===== src/rtl/sequence_generator.sv =====
// Serial pattern generator: sends the low len+1 bits of a captured pattern MSB-first,
// reps+1 times with optional idle gaps between passes, and pulses done at the end.
module sequence_generator #(
    parameter int unsigned WIDTH      = 8,
    parameter int unsigned GAP        = 0,
    parameter logic        IDLE_LEVEL = 1'b0
) (
    input  logic                     clk,
    input  logic                     rst,
    input  logic                     start,
    input  logic [WIDTH-1:0]         pattern,
    input  logic [$clog2(WIDTH)-1:0] len,
    input  logic [3:0]               reps,
    output logic                     o,
    output logic                     valid,
    output logic                     busy,
    output logic                     done
);

    localparam int unsigned LW = $clog2(WIDTH);
    localparam int unsigned PW = 1 << LW;
    localparam logic [3:0]  GAP_LOAD = (GAP > 0) ? 4'(GAP - 1) : 4'd0;

    typedef enum logic [1:0] {
        ST_IDLE,
        ST_SHIFT,
        ST_GAP,
        ST_DONE
    } state_t;

    state_t          state_q;
    logic [PW-1:0]   pattern_q;
    logic [LW-1:0]   len_q;
    logic [LW-1:0]   bitIdx_q;
    logic [3:0]      passLeft_q;
    logic [3:0]      gapCnt_q;
    logic            o_q;
    logic            valid_q;
    logic            busy_q;
    logic            done_q;

    // Padded to a power of two so any len value indexes a defined (zero) bit.
    logic [PW-1:0]   patternExt;
    assign patternExt = PW'(pattern);

    // bitIdx_q always names the pattern bit currently on o while in ST_SHIFT.
    always_ff @(posedge clk) begin
        if (rst) begin
            state_q    <= ST_IDLE;
            pattern_q  <= '0;
            len_q      <= '0;
            bitIdx_q   <= '0;
            passLeft_q <= '0;
            gapCnt_q   <= '0;
            o_q        <= IDLE_LEVEL;
            valid_q    <= 1'b0;
            busy_q     <= 1'b0;
            done_q     <= 1'b0;
        end else begin
            case (state_q)
                ST_IDLE: begin
                    o_q     <= IDLE_LEVEL;
                    valid_q <= 1'b0;
                    busy_q  <= 1'b0;
                    done_q  <= 1'b0;
                    if (start) begin
                        pattern_q  <= patternExt;
                        len_q      <= len;
                        passLeft_q <= reps;
                        bitIdx_q   <= len;
                        o_q        <= patternExt[len];
                        valid_q    <= 1'b1;
                        busy_q     <= 1'b1;
                        state_q    <= ST_SHIFT;
                    end
                end
                ST_SHIFT: begin
                    if (bitIdx_q != '0) begin
                        bitIdx_q <= bitIdx_q - 1'b1;
                        o_q      <= pattern_q[bitIdx_q - 1'b1];
                    end else if (passLeft_q != 4'd0) begin
                        passLeft_q <= passLeft_q - 4'd1;
                        if (GAP > 0) begin
                            state_q  <= ST_GAP;
                            gapCnt_q <= GAP_LOAD;
                            o_q      <= IDLE_LEVEL;
                            valid_q  <= 1'b0;
                        end else begin
                            bitIdx_q <= len_q;
                            o_q      <= pattern_q[len_q];
                        end
                    end else begin
                        state_q <= ST_DONE;
                        o_q     <= IDLE_LEVEL;
                        valid_q <= 1'b0;
                        done_q  <= 1'b1;
                    end
                end
                ST_GAP: begin
                    if (gapCnt_q == 4'd0) begin
                        state_q  <= ST_SHIFT;
                        bitIdx_q <= len_q;
                        o_q      <= pattern_q[len_q];
                        valid_q  <= 1'b1;
                    end else begin
                        gapCnt_q <= gapCnt_q - 4'd1;
                    end
                end
                ST_DONE: begin
                    state_q <= ST_IDLE;
                    o_q     <= IDLE_LEVEL;
                    valid_q <= 1'b0;
                    busy_q  <= 1'b0;
                    done_q  <= 1'b0;
                end
                default: begin
                    state_q <= ST_IDLE;
                end
            endcase
        end
    end

    assign o     = o_q;
    assign valid = valid_q;
    assign busy  = busy_q;
    assign done  = done_q;

endmodule


===== config.mk =====
export PLATFORM = sky130hd
export DESIGN_NAME = sequence_generator
export DESIGN_NICKNAME = d
export VERILOG_FILES = /design/src/rtl/sequence_generator.sv
export SDC_FILE = /design/constraint.sdc
export NUM_CORES = 1
export LEC_CHECK = 0
export BUFFER_PORTS_ARGS = -buffer_cell sky130_fd_sc_hd__buf_2
export CAP_MARGIN = 20
export CORE_ASPECT_RATIO = 2
export CORE_MARGIN = 2
export CORE_UTILIZATION = 45
export DETAILED_ROUTE_END_ITERATION = 7
export PLACE_DENSITY = 0.68
export SYNTH_ARGS = -nofsm -noshare
export SYNTH_HDL_FRONTEND = slang
export SYNTH_SLANG_ARGS = --single-unit

===== constraint.sdc =====
create_clock -name clk -period 5.5 [get_ports clk]
set_clock_uncertainty 0.1 [all_clocks]
set_input_delay 1.1 -clock clk [delete_from_list [all_inputs] [get_ports clk]]
set_output_delay 1.1 -clock clk [all_outputs]
set_load 0.1 [all_outputs]

==> flow_summary.ini, run 1 <==
[logic_synthesis]
synthFlopType = dfxtp_1
ys_warn_count = 0
synth_fa_ha_area_share_pct = 7.59
yosys-top-cells-area = dfxtp_1 (34%), ha_1 (7.6%), mux2i_1 (7.3%)
ys_types = 47
synth-compound-area-share_pct = 18.1
yosysSeqAreaShare_pct = 34.0
synth_mux_area_share_pct = 13.0
async_flop_share_pct = 0
synth-xor-area-share_pct = 2.13
ys_ff_latch = 28
avgSynthCellArea_um2 = 8.54
synthTopCellsByCount = nand2_1 (29), dfxtp_1 (28), a21oi_1 (19)
yosysTopAreaCell = dfxtp_1
synth_simple_gate_area_share_pct = 19.9
synth_edf_count = 0
synth_cells = 193
synth_top_family_by_area = simple AND/OR/NAND/NOR gates
syn_area_um2 = 1650
synth.most_common_cell = nand2_1
yosysTopAreaCellShare_pct = 34.0
syn_nets = 221

[floorplan]
die_w_um = 46.8
io_pins = 22
start_util_pct = 46.2
fp.dieH_um = 89.6
die-area_um2 = 4190
core-area_um2 = 3570
rows = 31

[timing]
rsz0062_at_grt = no
fmax_mhz = 445
post-route-min-period_ns = 2.25
finalSetupViolCount = 0
whs_ns = 0.368
finalSetupTns_ns = 0
max_slew_margin_pct = 58.1
finalHoldViolCount = 0
fin_crit_sh_pct = 40.8
tightest_slew_ns = 0.629
maxSlewViolCount = 0

[drt]
viasPerCell = 5.46
num_vias = 1404
drc_errors = 0
drt_pre_antenna_iters = 4
wire_per_inst_um = 14.1
wl_um = 3630
detail-route-antenna-nets = 0
drtIter0Drc = 31

[clock_network]
cts.sinks = 28
cts_tree = done
cts_root_buffer = clkbuf_8
cts_buffers = 3
htreeDepth = 1
path_clk_slew_ns = 0.10
cts_resized = 0
cts_hold_buf = 0
post-cts-setup-buffer-count = 0
ctsLongestPathBuffers = 2
clk_latency_ns = 0.27

[placed_design]
dpl_cell_area_um2 = 1780
io_buffer_count = 21
dp_hpwl_um = 2840
place_congestion = 0.903

[global_route]
grt_max_degree = 29
grt_pass1_wl_um = 6190
grt-ovfl-total = 0
grt_antenna_before_repair = 0
grt_pass1_vias = 1382
grt_use_total_pct = 19.8

[worst_setup_path]
crit_family = buffers and inverters
setup.worst_path.end_class = primary output
cp-start-kind = flip-flop
required_ns = 4.30
path_max_fanout = 2
critPathMaxStageDelay_ns = 0.43
path_cells = buf_2
cp_num_buf_inv = 1
arrival_ns = 1.05
crit_type = reg -> out
critPathSlowestCell = buf_2

[flow_run]
drv_cap = 0

[worst_hold_path]
hold_path_class = reg -> reg

[power_and_ir_drop]
leakagePower_nw = 0.756
vdd_drop_max_v = 0.000243
powerDensity_nw_per_um2 = 539

[layout]
syn_to_final_growth_pct = 11.2
n_antenna_cell = 0
layout-drive-gt1-share_pct = 14.9
fillers = 380
stdcell_area_um2 = 1830
fin_nets = 237

[status]
status = finished, final reports clean
## flip-flops by register name (all words and copies together) (netlist names)
name	cells
pattern_q	8
gapCnt_q	4
passLeft_q	4
bitIdx_q	3
len_q	3
state_q	2
busy	1
done	1
o	1
valid	1
## stage by stage
stage          power [mW]  worst slack (ns)  instances  utilization [%]
2_1_floorplan       0.754              3.09        193                -
3_3_place_gp        0.859              3.16        253             49.8
3_5_place_dp        0.863              3.14        253             49.8
4_1_cts             0.994              3.25        257             51.3
5_1_grt              1.07              3.12        257             51.3
6_report            0.988              3.25        257             51.3
## per-layer routing
metal  GRT usage [%]  vias to the layer above  wire length (um)
li1                -                      709                 -
met1            21.4                      647              1360
met2            36.6                       38              2020
met3            2.20                       10               131
met4            7.83                        0               116
met5               0                        -                 0
## area by class of cell
| type | count | area (um^2) | share of cell area [%] |
|---|---|---|---|
| timing repair buffer | 22 | 113 | 6.15 |
| inverter | 11 | 41.3 | 2.25 |
| clock buffer | 4 | 55.1 | 3.01 |
| sequential | 28 | 561 | 30.6 |
| multi-input combinational | 143 | 1000 | 54.6 |
| tap | 49 | 61.3 | 3.35 |
## power by group
part | internal (mW) | total, mW | switching (mW)
combinational | 0.218 | 0.550 | 0.331
clock | 0.0641 | 0.129 | 0.0653
sequential | 0.255 | 0.309 | 0.0533
total | 0.538 | 0.988 | 0.450
## path summary, 6_finish.rpt
path                                   start           end  slack (ns)  depth (start not counted)
worst min-delay path            pattern_q[5]  pattern_q[5]        0.37                          2
worst min register to register  pattern_q[5]  pattern_q[5]        0.37                          2
worst max-delay path                       o             o        3.25                          1
worst max register to register    state_q[1]   bitIdx_q[2]        3.29                          7
## tightest hold or removal path: cells and delay by family (launching register included)
kind,cells,cell delay (ns)
AND/OR/NAND/NOR,1,0.05
flip-flops,1,0.33
AO/OA/AOI/OAI,1,0.05
## layout by cell type, fill, tap and decap left out, types with 2 or more instances in the layout
master / instances
nor4_1: 2
a21oi_1: 19
inv_1: 11
a211o_1: 2
clkbuf_8: 4
nand3b_1: 4
mux2i_1: 12
mux2_1: 2
a22oi_1: 2
nand3_1: 2
mux4_2: 2
xnor2_1: 3
nor2_1: 12
nor2b_1: 3
a31oi_1: 6
dfxtp_1: 28
o21ai_0: 2
a211oi_1: 4
o21ai_1: 2
ha_1: 10
buf_2: 21
nand2_1: 29
## logic make-up after synthesis
logic type / Yosys count
AOI/OAI and AO/OA: 47
and+or+nand+nor: 65
buffers and inverters: 22
DFF: 28
muxes: 17
xor gates and xnor gates: 4
adders and majority gates: 10
Power figures use the tool's default switching activity.
==> inputs of run 2 (changes only) <==
- PLACE_DENSITY: 0.68 -> 0.7
- clock period: 5.5 -> 2 ns (I/O delays scaled with it)
==> flow_summary.ini, run 2 (synthesized netlist as in run 1, its figures left out) <==
[floorplan]
start_util_pct = 46.2
core-area_um2 = 3570
fp.dieH_um = 89.6
io_pins = 22
rows = 31
die_w_um = 46.8
die-area_um2 = 4190

[timing]
finalHoldViolCount = 0
whs_ns = 0.254
fin_ws_ns = 0.108
finalSetupViolCount = 0
finalSetupTns_ns = 0
maxSlewViolCount = 0
tightest_slew_ns = 0.491
max_slew_margin_pct = 67.5
post-route-min-period_ns = 1.89
fmax_mhz = 529
fin_crit_sh_pct = 94.6
rsz0062_at_grt = no

[layout]
layout-drive-gt1-share_pct = 19.9
regMostFlops = pattern_q
fin_nets = 245
n_antenna_cell = 0
fillers = 368
largest_reg_flops = 8
layout_common_cells = nand2_1 (29), dfxtp_1 (26), buf_2 (21), a21oi_1 (18)
reg_top3 = pattern_q: 8 flops, gapCnt_q: 4 flops, passLeft_q: 4 flops
layout_commonest_cell = nand2_1
stdcell_area_um2 = 1920
syn_to_final_growth_pct = 16.8
fin_util_pct = 53.9

[power_and_ir_drop]
p_sw_mw = 1.32
clkPwrFrac_pct = 12.3
intPower_mw = 1.62
vdd_drop_max_v = 0.000736
combinationalPowerShare_pct = 59.2
p_seq_share_pct = 28.5
p_sw_share_pct = 44.8
powerDensity_nw_per_um2 = 1530
leakagePower_nw = 0.802

[worst_setup_path]
reg2reg_from = bitIdx_q[0]
setup.worst_path.end_class = flip-flop
reg2reg_slack_ns = 0.11
cp-start-kind = flip-flop
required_ns = 2.08
arrival_ns = 1.97
cp-startpoint = bitIdx_q[0]
path_max_fanout = 7
crit_type = reg -> reg

[clock_network]
htreeDepth = 1
cts_tree = done
cts.sinks = 28
cts_buffers = 3
path_clk_slew_ns = 0.10
cts_hold_buf = 0
ctsLongestPathBuffers = 2
clk_latency_ns = 0.28
cts_root_buffer = clkbuf_8

[drt]
wire_per_inst_um = 14.1
viasPerCell = 5.52
drtIter0Drc = 37
drt_pre_antenna_iters = 4
num_vias = 1464
wl_um = 3750
drc_errors = 0
detail-route-antenna-nets = 0

[global_route]
grt_antenna_before_repair = 0
grt_use_total_pct = 20.1
grt_pass1_vias = 1427
grt-ovfl-total = 0
grt_max_degree = 23
grt_pass1_wl_um = 6150

[placed_design]
io_buffer_count = 21
place_congestion = 0.920
dp_slack_ns = 0.0547
dp_hpwl_um = 2970
dpl_cell_area_um2 = 1840

[worst_hold_path]
hp-start = pattern[0]
hold_path_class = in -> reg

[status]
status = finished, final reports clean

[flow_run]
drv_cap = 0
==> run 2: cell count changes in the layout (fill, tap and decap cells not counted), sizes merged <==
cell,delta
buf,+8
==> run 2: power groups by stage <==
stage	Sequential [mW]	Combinational (mW)	Clock (mW)
finish	0.839	1.74	0.360
global route	0.861	1.92	0.390
CTS	0.831	1.65	0.371
detailed placement	0.843	1.65	0
global placement	0.836	1.62	0
floorplan	0.993	1.08	0
==> run 2: path summary, 6_finish.rpt <==
check        cells after the start      endpoint
max                              7   bitIdx_q[0]
min                              3  pattern_q[0]
max reg2reg                      7   bitIdx_q[0]
min reg2reg                      2   bitIdx_q[1]
==> run 2: repair_timing <==
action                                  CTS  global route
endpoints found under the setup margin    0             8
resized for setup                         0             6
setup buffers                             0             0
==> run 2: critical path, stage by stage (launching register included) <==
cell and delay, ns:
dfxtp_2 0.34, inv_1 0.13, ha_4 0.16, nor2b_2 0.28, mux2_1 0.38, a22oi_1 0.16
a211o_1 0.19, a21oi_2 0.06
==> run 2: metrics by stage <==
stage               cells  power (mW)
detailed placement    261        2.49
finish                265        2.94
global placement      261        2.46
floorplan             193        2.07
CTS                   265        2.86
global route          265        3.17
==> run 2: final cells by class <==
cell class                      instances  area [um^2]  share of cell area [%]
Multi-Input combinational cell        143         1030                    53.6
Clock buffer                            4         55.1                    2.86
Inverter                               11         41.3                    2.15
Sequential cell                        28          563                    29.3
Tap cell                               49         61.3                    3.19
Timing Repair Buffer                   30          173                    8.97
==> run 2: metal layers <==
layer	track usage [%]	wire [um]
met1	19.5	1360
met2	38.9	2160
met3	2.20	109
met4	9.60	114
met5	0	0
==> inputs of run 3 (changes only) <==
- BUFFER_PORTS_ARGS: -buffer_cell sky130_fd_sc_hd__buf_2 -> unset
- CORE_ASPECT_RATIO: 2 -> 1.5
- DONT_BUFFER_PORTS: unset -> 1
- PLACE_DENSITY: 0.7 -> 0.65
- TNS_END_PERCENT: unset -> 20
==> flow_summary.ini, run 3 (synthesized netlist as in run 1, its figures left out) <==
[timing]
post-route-min-period_ns = 1.90
fin_ws_ns = 0.102
rsz0062_at_grt = yes
finalSetupTns_ns = 0
maxSlewViolCount = 0
tightest_slew_ns = 0.381
max_slew_margin_pct = 74.6
finalSetupViolCount = 0
fin_crit_sh_pct = 94.9
fmax_mhz = 527
finalHoldViolCount = 0

[floorplan]
die_w_um = 53.4
start_util_pct = 47.8
io_pins = 22
core-area_um2 = 3450
fp.dieH_um = 78.1
rows = 26
die-area_um2 = 4170

[drt]
num_vias = 1366
wl_um = 3730
drc_errors = 0
detail-route-antenna-nets = 0
wire_per_inst_um = 15.6
drtIter0Drc = 34
drt_pre_antenna_iters = 4
viasPerCell = 5.72

[worst_setup_path]
path_max_fanout = 3
cp-start-kind = flip-flop
arrival_ns = 2.02
required_ns = 2.12
setup.worst_path.end_class = flip-flop
crit_type = reg -> reg

[layout]
layout_common_cells = nand2_1 (29), dfxtp_1 (26), a21oi_1 (19), nor2_1 (12), mux2i_1 (12)
fin_nets = 226
fillers = 337
syn_to_final_growth_pct = 11.8
largest_reg_flops = 8
layout-drive-gt1-share_pct = 12.2
layout_commonest_cell = nand2_1
regMostFlops = pattern_q
n_antenna_cell = 0
reg_top3 = pattern_q: 8 flops, gapCnt_q: 4 flops, passLeft_q: 4 flops

[placed_design]
dp_hpwl_um = 2820
place_congestion = 0.906
io_buffer_count = 0
dp_slack_ns = 0.00630

[power_and_ir_drop]
vdd_drop_max_v = 0.000843
powerDensity_nw_per_um2 = 1630
leakagePower_nw = 0.726

[clock_network]
htreeDepth = 1
cts_hold_buf = 0
path_clk_slew_ns = 0.10
clk_latency_ns = 0.28
cts_root_buffer = clkbuf_8
cts_buffers = 3
cts.sinks = 28
ctsLongestPathBuffers = 2
cts_tree = done

[worst_hold_path]
hold_path_class = in -> reg

[global_route]
grt_max_degree = 29
grt_pass1_wl_um = 6250
grt_pass1_vias = 1426
grt_antenna_before_repair = 0
grt_use_total_pct = 20.0
grt-ovfl-total = 0

[flow_run]
drv_cap = 0

[status]
status = finished, final reports clean
[run 3: final timing paths]
path                from     endpoint  slack (ns)  cells after the start
min                  rst  bitIdx_q[0]        0.06                      1
max          bitIdx_q[0]            o        0.10                      6
min reg2reg  bitIdx_q[1]  bitIdx_q[1]        0.36                      2
max reg2reg  bitIdx_q[0]            o        0.10                      6
[run 3: cell type report]
class	count	area, um^2	area share [%]
inverters	11	41.3	2.24
clock inverters	1	30.0	1.63
flip-flops and latches	28	563	30.5
repair buffers	11	82.6	4.48
well taps	42	52.6	2.85
clock buffers	3	41.3	2.24
multi-input cells	143	1030	56.0
[run 3: worst max-delay path, stage by stage (launching register included)]
cell     delay [ns]
dfxtp_2        0.33
inv_1          0.13
ha_4           0.24
mux4_1         0.33
mux2i_1        0.07
or4b_1         0.46
a31oi_1        0.18
[run 3: metal layers]
layer  routed length (um)  global-route usage [%]  up-vias
met3                  166                    4.94        5
met5                    0                       0        -
met1                 1470                    20.6      643
met4                   42                    5.90        0
met2                 2060                    37.5       33
li1                     -                       -      685
[run 3: report_power, final]
part           internal (mW)  switching, mW  leakage (nW)
Combinational          0.731          0.964         0.460
Sequential             0.706          0.138         0.230
Clock                  0.269          0.191        0.0357
Total                   1.71           1.29         0.726
[run 3: timing repair]
action,4_1_cts,5_1_grt
pin swaps,0,2
endpoints found under the setup margin,1,9
buffers inserted,0,0
gates resized for setup,1,5
[run 3: per-stage QoR]
| stage | util (%) | instances | total power, mW | hold slack, ns | instance area, um^2 |
|---|---|---|---|---|---|
| 4_1_cts | 52.8 | 239 | 2.95 | 0.0675 | 1820 |
| 5_1_grt | 53.4 | 239 | 3.21 | 0.0483 | 1840 |
| 3_5_place_dp | 50.4 | 235 | 2.45 | 0.352 | 1740 |
| 2_1_floorplan | - | 193 | 2.07 | 0.332 | 1650 |
| 3_3_place_gp | 50.4 | 235 | 2.38 | 0.335 | 1740 |
| 6_report | 53.4 | 239 | 3.00 | 0.0604 | 1840 |
